**config.mk**
```make
export PLATFORM = sky130hd
export DESIGN_NAME = fb_scanout_flat
export DESIGN_NICKNAME = d
export VERILOG_FILES = /design/src/rtl/fb_scanout_pkg.sv /design/src/rtl/fb_scanout_if.sv /design/src/rtl/fb_scanout_pix_fifo.sv /design/src/rtl/fb_scanout.sv /design/src/flat_wrapper.sv
export SDC_FILE = /design/constraint.sdc
export NUM_CORES = 1
export LEC_CHECK = 0
export CAP_MARGIN = 5
export CORE_ASPECT_RATIO = 0.9
export CORE_MARGIN = 2
export CORE_UTILIZATION = 35
export CTS_CLUSTER_SIZE = 10
export DETAILED_ROUTE_END_ITERATION = 12
export GPL_TIMING_DRIVEN = 0
export MAX_ROUTING_LAYER = met4
export PLACE_DENSITY = 0.64
export SYNTH_ARGS = -nofsm -noshare
export SYNTH_HDL_FRONTEND = slang
export SYNTH_HIERARCHICAL = 1
export SYNTH_SLANG_ARGS = --single-unit
```
**constraint.sdc**
```tcl
create_clock -name clk -period 3.5 [get_ports clk]
set_clock_uncertainty 0.1 [all_clocks]
set_input_delay 0.35 -clock clk [delete_from_list [all_inputs] [get_ports clk]]
set_output_delay 0.35 -clock clk [all_outputs]
set_load 0.01 [all_outputs]
```
**src/rtl/fb_scanout_pkg.sv**
```systemverilog
// rtl/fb_scanout_pkg.sv - shared LCD geometry, pixel type and scanout FSM encodings
package fb_scanout_pkg;

  localparam int LCD_H_RES = 240;
  localparam int LCD_V_RES = 320;
  localparam int RGB_W     = 16;

  typedef logic [RGB_W-1:0] rgb565_t;

  // Encodings are shared with the ILI9341 driver FSM.
  localparam logic [1:0] ST_IDLE      = 2'd0;
  localparam logic [1:0] ST_WAIT_SYNC = 2'd1;
  localparam logic [1:0] ST_RUN       = 2'd2;

endpackage

```
**src/rtl/fb_scanout_if.sv**
```systemverilog
// rtl/fb_scanout_if.sv - framebuffer read port and driver pixel port bundle
interface fb_scanout_if #(
  parameter int ADDR_W = 17
) ();
  import fb_scanout_pkg::*;

  logic              mem_req;
  logic [ADDR_W-1:0] mem_addr;
  logic              mem_ack;
  rgb565_t           mem_rdata;
  logic              pix_clk;
  rgb565_t           pix_data;

  modport master (
    output mem_req, mem_addr, pix_data,
    input  mem_ack, mem_rdata, pix_clk
  );

  modport slave (
    input  mem_req, mem_addr, pix_data,
    output mem_ack, mem_rdata, pix_clk
  );

endinterface

```
**src/rtl/fb_scanout_pix_fifo.sv**
```systemverilog
// rtl/fb_scanout_pix_fifo.sv - synchronous first-word-fall-through pixel FIFO
module fb_scanout_pix_fifo #(
  parameter int DEPTH = 16,
  parameter int WIDTH = 16
) (
  input  logic                     clk,
  input  logic                     rst,
  input  logic                     push,
  input  logic                     pop,
  input  logic                     flush,
  input  logic [WIDTH-1:0]         wdata,
  output logic [WIDTH-1:0]         head,
  output logic [$clog2(DEPTH):0]   count,
  output logic                     empty,
  output logic                     full
);
  localparam int PW = $clog2(DEPTH);

  logic [WIDTH-1:0] mem [DEPTH];
  logic [PW-1:0]    wr_ptr;
  logic [PW-1:0]    rd_ptr;
  logic [PW:0]      cnt;
  logic             do_push;
  logic             do_pop;

  assign empty   = (cnt == '0);
  assign full    = (cnt == (PW+1)'(DEPTH));
  assign count   = cnt;
  assign head    = mem[rd_ptr];
  assign do_push = push && !full;
  assign do_pop  = pop && !empty;

  always_ff @(posedge clk) begin
    if (do_push) mem[wr_ptr] <= wdata;
  end

  always_ff @(posedge clk) begin
    if (rst || flush) begin
      wr_ptr <= '0;
      rd_ptr <= '0;
      cnt    <= '0;
    end else begin
      if (do_push) wr_ptr <= wr_ptr + 1'b1;
      if (do_pop)  rd_ptr <= rd_ptr + 1'b1;
      case ({do_push, do_pop})
        2'b10:   cnt <= cnt + 1'b1;
        2'b01:   cnt <= cnt - 1'b1;
        default: cnt <= cnt;
      endcase
    end
  end

endmodule

```
**src/rtl/fb_scanout.sv**
```systemverilog
// rtl/fb_scanout.sv - TE-synchronised framebuffer fetch and pixel hand-off to the LCD driver
module fb_scanout
  import fb_scanout_pkg::*;
#(
  parameter int      H_RES       = LCD_H_RES,
  parameter int      V_RES       = LCD_V_RES,
  parameter int      ADDR_W      = 17,
  parameter int      FIFO_DEPTH  = 16,
  parameter rgb565_t UFLOW_COLOR = 16'h0000
) (
  input  logic              clk,
  input  logic              rst,
  input  logic              enable,
  input  logic [ADDR_W-1:0] fb_base,
  input  logic              lcd_fmark,
  fb_scanout_if.master      bus,
  output logic              busy,
  output logic              frame_done,
  output logic              underrun
);
  localparam int TOTAL = H_RES * V_RES;
  localparam int CNT_W = ADDR_W + 1;
  localparam int FCW   = $clog2(FIFO_DEPTH) + 1;

  logic [1:0]        state;
  logic              fm_meta, fm_sync, fm_prev;
  logic              fm_rise;
  logic [ADDR_W-1:0] base;
  logic [CNT_W-1:0]  fetch_cnt;
  logic [CNT_W-1:0]  pop_cnt;
  logic              mem_req;
  logic [ADDR_W-1:0] mem_addr;
  logic              discard;

  rgb565_t           fifo_head;
  logic [FCW-1:0]    fifo_count;
  logic              fifo_empty, fifo_full;

  logic start, run, ack, accept, push, strobe, pop, last, issue;

  assign fm_rise = fm_sync && !fm_prev;
  assign run     = (state == ST_RUN);
  assign start   = (state == ST_WAIT_SYNC) && fm_rise;
  assign ack     = mem_req && bus.mem_ack;
  // Acks arriving outside RUN, or for a request left over from the previous frame, are dropped.
  assign accept  = ack && run && !discard;
  assign push    = accept && !fifo_full;
  assign strobe  = run && bus.pix_clk;
  assign pop     = strobe && !fifo_empty;
  assign last    = strobe && (pop_cnt == CNT_W'(TOTAL - 1));
  assign issue   = run && !mem_req && !last && (fetch_cnt < CNT_W'(TOTAL))
                   && (({1'b0, fifo_count} + 1'b1) <= (FCW+1)'(FIFO_DEPTH));

  assign busy         = (state == ST_WAIT_SYNC) || run;
  assign bus.mem_req  = mem_req;
  assign bus.mem_addr = mem_addr;
  assign bus.pix_data = fifo_empty ? UFLOW_COLOR : fifo_head;

  fb_scanout_pix_fifo #(
    .DEPTH (FIFO_DEPTH),
    .WIDTH (RGB_W)
  ) u_pix_fifo (
    .clk   (clk),
    .rst   (rst),
    .push  (push),
    .pop   (pop),
    .flush (start),
    .wdata (bus.mem_rdata),
    .head  (fifo_head),
    .count (fifo_count),
    .empty (fifo_empty),
    .full  (fifo_full)
  );

  always_ff @(posedge clk) begin
    if (rst) begin
      state      <= ST_IDLE;
      fm_meta    <= 1'b0;
      fm_sync    <= 1'b0;
      fm_prev    <= 1'b0;
      base       <= '0;
      fetch_cnt  <= '0;
      pop_cnt    <= '0;
      mem_req    <= 1'b0;
      mem_addr   <= '0;
      discard    <= 1'b0;
      frame_done <= 1'b0;
      underrun   <= 1'b0;
    end else begin
      fm_meta    <= lcd_fmark;
      fm_sync    <= fm_meta;
      fm_prev    <= fm_sync;
      frame_done <= last;

      case (state)
        ST_IDLE: begin
          if (enable) state <= ST_WAIT_SYNC;
        end
        ST_WAIT_SYNC: begin
          if (fm_rise) begin
            state     <= ST_RUN;
            base      <= fb_base;
            fetch_cnt <= '0;
            pop_cnt   <= '0;
            underrun  <= 1'b0;
          end
        end
        ST_RUN: begin
          if (accept) fetch_cnt <= fetch_cnt + 1'b1;
          if (strobe) begin
            pop_cnt <= pop_cnt + 1'b1;
            if (fifo_empty) underrun <= 1'b1;
          end
          if (last) state <= enable ? ST_WAIT_SYNC : ST_IDLE;
        end
        default: state <= ST_IDLE;
      endcase

      if (issue) begin
        mem_req  <= 1'b1;
        mem_addr <= base + fetch_cnt[ADDR_W-1:0];
      end else if (ack) begin
        mem_req  <= 1'b0;
      end

      if (start && mem_req && !bus.mem_ack) discard <= 1'b1;
      else if (ack)                         discard <= 1'b0;
    end
  end

endmodule

```
**src/flat_wrapper.sv**
```systemverilog
// flat-port wrapper written by rule: the top's interface ports become plain ports
module fb_scanout_flat import fb_scanout_pkg::*;
#(
  parameter int      H_RES       = LCD_H_RES,
  parameter int      V_RES       = LCD_V_RES,
  parameter int      ADDR_W      = 17,
  parameter int      FIFO_DEPTH  = 16,
  parameter rgb565_t UFLOW_COLOR = 16'h0000
)
  (clk, rst, enable, fb_base, lcd_fmark, busy, frame_done, underrun, bus_mem_req, bus_mem_addr, bus_pix_data, bus_mem_ack, bus_mem_rdata, bus_pix_clk);
  fb_scanout_if #(.ADDR_W(ADDR_W)) bus_i ();
  input  logic clk;
  input  logic rst;
  input  logic enable;
  input  logic [ADDR_W-1:0] fb_base;
  input  logic lcd_fmark;
  output logic busy;
  output logic frame_done;
  output logic underrun;
  output wire logic [$bits(bus_i.mem_req)-1:0] bus_mem_req;
  output wire logic [$bits(bus_i.mem_addr)-1:0] bus_mem_addr;
  output wire logic [$bits(bus_i.pix_data)-1:0] bus_pix_data;
  input wire logic [$bits(bus_i.mem_ack)-1:0] bus_mem_ack;
  input wire logic [$bits(bus_i.mem_rdata)-1:0] bus_mem_rdata;
  input wire logic [$bits(bus_i.pix_clk)-1:0] bus_pix_clk;
  assign bus_mem_req = bus_i.mem_req;
  assign bus_mem_addr = bus_i.mem_addr;
  assign bus_pix_data = bus_i.pix_data;
  assign bus_i.mem_ack = bus_mem_ack;
  assign bus_i.mem_rdata = bus_mem_rdata;
  assign bus_i.pix_clk = bus_pix_clk;
  fb_scanout #(.H_RES(H_RES), .V_RES(V_RES), .ADDR_W(ADDR_W), .FIFO_DEPTH(FIFO_DEPTH), .UFLOW_COLOR(UFLOW_COLOR)) u_core (.clk(clk), .rst(rst), .enable(enable), .fb_base(fb_base), .lcd_fmark(lcd_fmark), .bus(bus_i), .busy(busy), .frame_done(frame_done), .underrun(underrun));
endmodule
```
Word level (Yosys, flattened, before mapping)
Memories as Yosys holds them, arrays and structs flattened. A register that Yosys moved wholly into a read port is not among the register bits.
Index checks and enable logic that the tools add are counted.

word-level totals
  bits in registers = 92
  RAM bits = 256
  input bits = 39
  output and inout bits = 37
  word-level logic and storage cells = 98
  memories kept = 1

memories
  memory                 words  width  read ports  clocked after Yosys merged registers in  write ports  RTL line                   source
  u_core.u_pix_fifo.mem  16     16     1           1                                        1            fb_scanout_pix_fifo.sv:19  logic [WIDTH-1:0] mem [DEPTH];

cells by class
  $add $sub $neg = 8
  order comparisons = 2
  equal/unequal tests = 12
  mux-type cells = 23
  reductions and logical operators = 37

operators by type and width
  cell                     count
  $pmux W18 S2             2
  $mux W18                 3
  $add A18 B1 Y18 const B  2
  $eq A18 B17 Y1 const B   1
  $lt A18 B17 Y1 const B   1
  $add A17 B17 Y17         1
  $logic_and A1 B1 Y1      17
  $mux W16                 1
  $pmux W5 S2              1
  $mux W1                  9
  $reduce_and A3 Y1        3
  $add A4 B1 Y4 const B    2
  $mux W4                  2
  $ne A2 B2 Y1 const B     4
  $reduce_bool A2 Y1       4
  $logic_not A1 Y1         7
  $add A5 B1 Y6 const B    1
  $le A6 B5 Y1 const B     1
  $mux W2                  3
  $pmux W2 S3              1
  $add A5 B1 Y5 const B    1
  $eq A5 B5 Y1 const B     1
  $logic_not A5 Y1         1
  $sub A5 B1 Y5 const B    1
  other kinds (8)          12

Longest topological paths before layout
  word-level depth = 8
  gate-level depth with buffers = 15
  depth with buffers taken out = 14

By module
The synthesis kept the hierarchy.

modules (own cells, without submodules)
  module               instances  cells an instance  area an instance (sq um)  seq. area each (sq um)
  fb_scanout_pix_fifo  1          524                10617.7                   8027.7
  fb_scanout           1          493                4066.4                    1581.5

Worst setup path after synthesis
Ideal clock, no wire load.

  path type = register -> register
  start point = reg u_core.u_pix_fifo.cnt[1] (netlist: u_core/u_pix_fifo/count[1])
  end point = reg u_core.u_pix_fifo.cnt[4] (netlist: u_core/u_pix_fifo/count[4])
  setup time = 0.134 ns
  arrival = 3.476 ns
  required time = 3.266 ns
  slack = -0.210 ns
  stages on the path, launching flop included = 14
  path buffers = 2
  clock period less this slack = 3.710 ns
  cell sequence = dfxtp_1 > buf_6 > or4_4 > nor2_1 > clkbuf_1 > nor2_1 > o21ai_4 > inv_1 > ha_1 > xor2_1 > ha_1 > a311oi_2 > a2111oi_0 > or4b_1

between the ends
  cells in the longest elaborated chain, start to end = 6
  elaborated cells on any way between the ends = 14

ends and longest elaborated chain
  what                                               RTL line                   source
  start: declaration                                 fb_scanout_pix_fifo.sv:22  logic [PW:0] cnt;
  start signal: assignment                           fb_scanout_pix_fifo.sv:46  2'b10: cnt <= cnt + 1'b1;
  start signal: assignment                           fb_scanout_pix_fifo.sv:47  2'b01: cnt <= cnt - 1'b1;
  start signal: assignment                           fb_scanout_pix_fifo.sv:48  default: cnt <= cnt;
  $logic_not A5 Y1 (*)                               fb_scanout_pix_fifo.sv:26  assign empty = (cnt == '0);
  named net u_core.fifo_empty                        fb_scanout.sv:37           logic fifo_empty, fifo_full;
  $logic_not A1 Y1 (*)                               fb_scanout.sv:49           assign pop = strobe && !fifo_empty;
  $logic_and A1 B1 Y1 (*)                            fb_scanout.sv:49
  named net u_core.pop                               fb_scanout.sv:39           logic start, run, ack, accept, push, strobe, pop, last, issue;
  $logic_and A1 B1 Y1 (*)                            fb_scanout_pix_fifo.sv:31  assign do_pop = pop && !empty;
  named net u_core.u_pix_fifo.do_pop                 fb_scanout_pix_fifo.sv:24  logic do_pop;
  $eq A2 B1 Y1 or $eq A2 B2 Y1 (tied branches)       fb_scanout_pix_fifo.sv:45  case ({do_push, do_pop})
  $pmux W5 S2 or $reduce_bool A2 Y1 (tied branches)  n/a

The timed path passes the listed nets; every way through them passes the cells marked *.
A chain may end at the register's enable or synchronous reset.

Worst setup path in the final report
  start point = reg u_core.u_pix_fifo.cnt[2] (netlist: u_core/u_pix_fifo/count[2])
  end point = reg u_core.u_pix_fifo.cnt[4] (netlist: u_core/u_pix_fifo/count[4])

The elaborated chain is that of the path after synthesis.

==> impl_metrics.csv <==
group,metric,value,unit
final_layout,syn2layout_area_growth,21.1,%
yosys,yosys_warnings,6,
yosys,yosysSeqAreaShare,0.654,
run_status,status,"completed",
place,place_area,16400,um2
yosys,postSynthAreaPerCell,14.4,um2
die,initial_utilization,0.353,
worst_setup_path,r2r-start,"u_core/u_pix_fifo/count[2]$_SDFFE_PP0P_",
clock_network,cts.root.buffer_cell,"clkbuf_16",
route,vias,9017,
clock_network,cts_tree,"done",
yosys,synth_top_cell_by_area,"edfxtp_1",
worst_setup_path,r2r_cells,13,
sta,final.setup.tns,0,ps
worst_setup_path,criticalPathCategory,"reg2reg",
global_route,grt_max_degree,17,
final_layout,fin_nets,1225,
die,rows,71,
yosys,synth_fp_nets,1087,
final_layout,diodes,0,
sta,fmax,286,MHz
sta,finalCriticalPeriod,3490,ps
route,first_pass_iters,7,
power_and_ir_drop,peakVddDrop,313,uV
sta,finalSetupViolCount,0,
die,die_w,220,um
route,wl_per_cell,19.6,um
hold_path,holdPathStages,3,
die,die-area,43600,um2
clock_network,cts_buffers,42,
sta,hold_violations,0,
yosys,synth_most_common_cell,"edfxtp_1",
power_and_ir_drop,power.leakage,5.87,nW
route,ant_nets,0,
flow_run,drv_cap,0,
worst_setup_path,worst_ep_arrival_time,3820,ps
die,core,41600,um2
place,place_hpwl,23.0,mm
clock_network,path_clk_slew,60,ps
final_layout,utilization,0.428,
power_and_ir_drop,power,9.11,mW
clock_network,h-tree-depth,2,
route,vias_per_cell,5.23,
place,placedCellCount,1656,
die,fp.dieH,198,um
clock_network,cts_hold_buf,0,
hold_path,holdPathEnd,"u_core/base[0]$_SDFFE_PP0P_",
global_route,gr-total-overflow,0,
die,ios,76,
place,io_buffers,75,
sta,finalCritPeriodShare,0.998,
yosys,synth_cell_type_count,60,
worst_setup_path,rrSetupSlack,7,ps
worst_setup_path,r2r_end,"u_core/u_pix_fifo/count[4]$_SDFFE_PP0P_",
hold_path,hp-class,"in2reg",
yosys,synth_area_leaders,"edfxtp_1, dfxtp_1, mux4_2, ha_1, nand2_1",
route,drcViolationCount,0,
final_layout,design_area,17800,um2
yosys,syn-cell-area,14700,um2
worst_setup_path,critPathCaptureType,"register",
worst_setup_path,required,3830,ps
sta,rsz0062_at_grt,"yes",
sta,slew_headroom,0.330,
yosys,synthArstFlopShare,0,
worst_setup_path,startpoint_type,"register",
route,wl,33.8,mm
hold_path,holdCritStartpoint,"fb_base[0]",
clock_network,worstSkewPairLatency,560,ps
yosys,synth.top_cell.area_share,0.524,
sta,drv_slew,0,
global_route,globalRouteTotalUtil,0.162,
clock_network,cts_sinks,352,
global_route,grt_pass1_vias,8902,
global_route,antenna_found_initial,0,
clock_network,cts.path.max_buffers,3,
global_route,grt_pass1_wl,51.9,mm
final_layout,instances_no_fill,1723,
route,drt_iter0_markers,686,
power_and_ir_drop,powerDensity,512,nW/um2
yosys,synthCells,1017,
yosys,ys_seq_elements,352,
worst_setup_path,crit_fanout,10,
yosys,synth_common_cells,"edfxtp_1, nand2_1, dfxtp_1",
sta,max_slew.worst_pin.slew,999,ps
yosys,ys.flop_type,"edfxtp_1",
final_layout,drive_above_1_share,0.168,
yosys,synth_edf_count,256,
place,gp_congestion,0.847,
[registers in the layout, indices dropped and copies added, names as in the netlist, named ones only]
name / cells
u_core/base: 17
u_core/fm_meta: 1
u_core/fm_prev: 1
u_core/bus.mem_addr: 17
u_core/state: 2
u_core/pop_cnt: 18
u_core/u_pix_fifo/wr_ptr: 4
u_core/fetch_cnt: 18
u_core/u_pix_fifo/mem: 256
u_core/underrun: 1
u_core/discard: 1
u_core/frame_done: 1
u_core/fm_sync: 1
u_core/u_pix_fifo/count: 5
u_core/bus.mem_req: 1
u_core/u_pix_fifo/rd_ptr: 4
[cell families (layout without fill, tap and decap cells)]
kind of cell | count (synthesis) | after routing | synth area share
compound gates | 138 | 138 | 0.0637
xor+xnor | 50 | 50 | 0.0298
simple gates | 313 | 313 | 0.105
flops | 352 | 352 | 0.654
fa+ha+maj | 31 | 31 | 0.0269
buf+inv | 64 | 223 | 0.0188
mux | 69 | 69 | 0.102
[timing repair]
item | in CTS | in global routing
endpoints found under the hold margin | 0 | 0
setup endpoints to repair | 135 | 15
gates cloned | 0 | 0
pin swaps | 3 | 3
setup buffers | 3 | 2
resized for setup | 28 | 12
[stage by stage]
stage | setup WS (ps) | hold WS (ps)
final | 7.45 | 236
after detailed placement | -659 | 344
after global routing | -194 | 242
after CTS | 0.115 | 207
after floorplan | 15.1 | 314
after global placement | -1430 | 343
[critical path, stage by stage, from the launching register on]
cell and delay [ps]:
dfxtp_1 300, buf_4 160, or4_4 570, nor2_4 150, clkbuf_8 210, nor2_2 100
o21ai_4 100, inv_1 70, ha_2 230, xor2_1 160, ha_1 230, a311oi_2 320
a2111oi_0 140, or4b_1 510
[worst max-delay path by stage]
stage	start	cells after the start	end
finish	u_core/u_pix_fifo/count[2]$_SDFFE_PP0P_	13	u_core/u_pix_fifo/count[4]$_SDFFE_PP0P_
global route	u_core/state[0]$_SDFFE_PP0P_	13	u_core/u_pix_fifo/count[4]$_SDFFE_PP0P_
CTS	u_core/u_pix_fifo/count[1]$_SDFFE_PP0P_	13	u_core/u_pix_fifo/count[4]$_SDFFE_PP0P_
detailed placement	bus_mem_ack	12	u_core/u_pix_fifo/count[4]$_SDFFE_PP0P_
global placement	bus_mem_ack	7	u_core/u_pix_fifo/mem[0][9]$_DFFE_PP_
floorplan	u_core/state[0]$_SDFFE_PP0P_	14	u_core/u_pix_fifo/count[4]$_SDFFE_PP0P_
[cells in the final DEF, fill, tap and decap left out, types with 17 or more instances in the layout]
master and instances:
mux4_2 64, nor2_1 65, clkdlybuf4s50_1 75, a21oi_1 54
dfxtp_1 96, nand2_1 98, edfxtp_1 256, clkbuf_1 38
clkbuf_16 42, nand3_1 20, xor2_1 35, ha_1 27
a22oi_1 29, nand4_1 17, nor2b_1 28
[report_power, final]
| group | switching [mW] | total (mW) | internal, mW |
|---|---|---|---|
| Sequential | 0.0404 | 4.55 | 4.51 |
| Combinational | 0.365 | 0.606 | 0.240 |
| Clock | 1.63 | 3.95 | 2.32 |
[cell type report]
class                      instances  area [um2]
tap                              547         684
multi-input combinational        601        4920
timing repair buffer              97        1020
sequential                       352        9610
inverter                          15        60.1
clock buffer                      61        1140
buffer                            46         267
fill                            3775       23800
clock inverter                     4        76.3
[layer usage]
metal	vias up	part of all wire	GRT usage
met5	-	0	-
met4	0	0.019	0.0472
met3	52	0.062	0.0310
met2	269	0.47	0.247
met1	4566	0.45	0.222
li1	4130	-	-
Power figures use the tool's default switching activity.
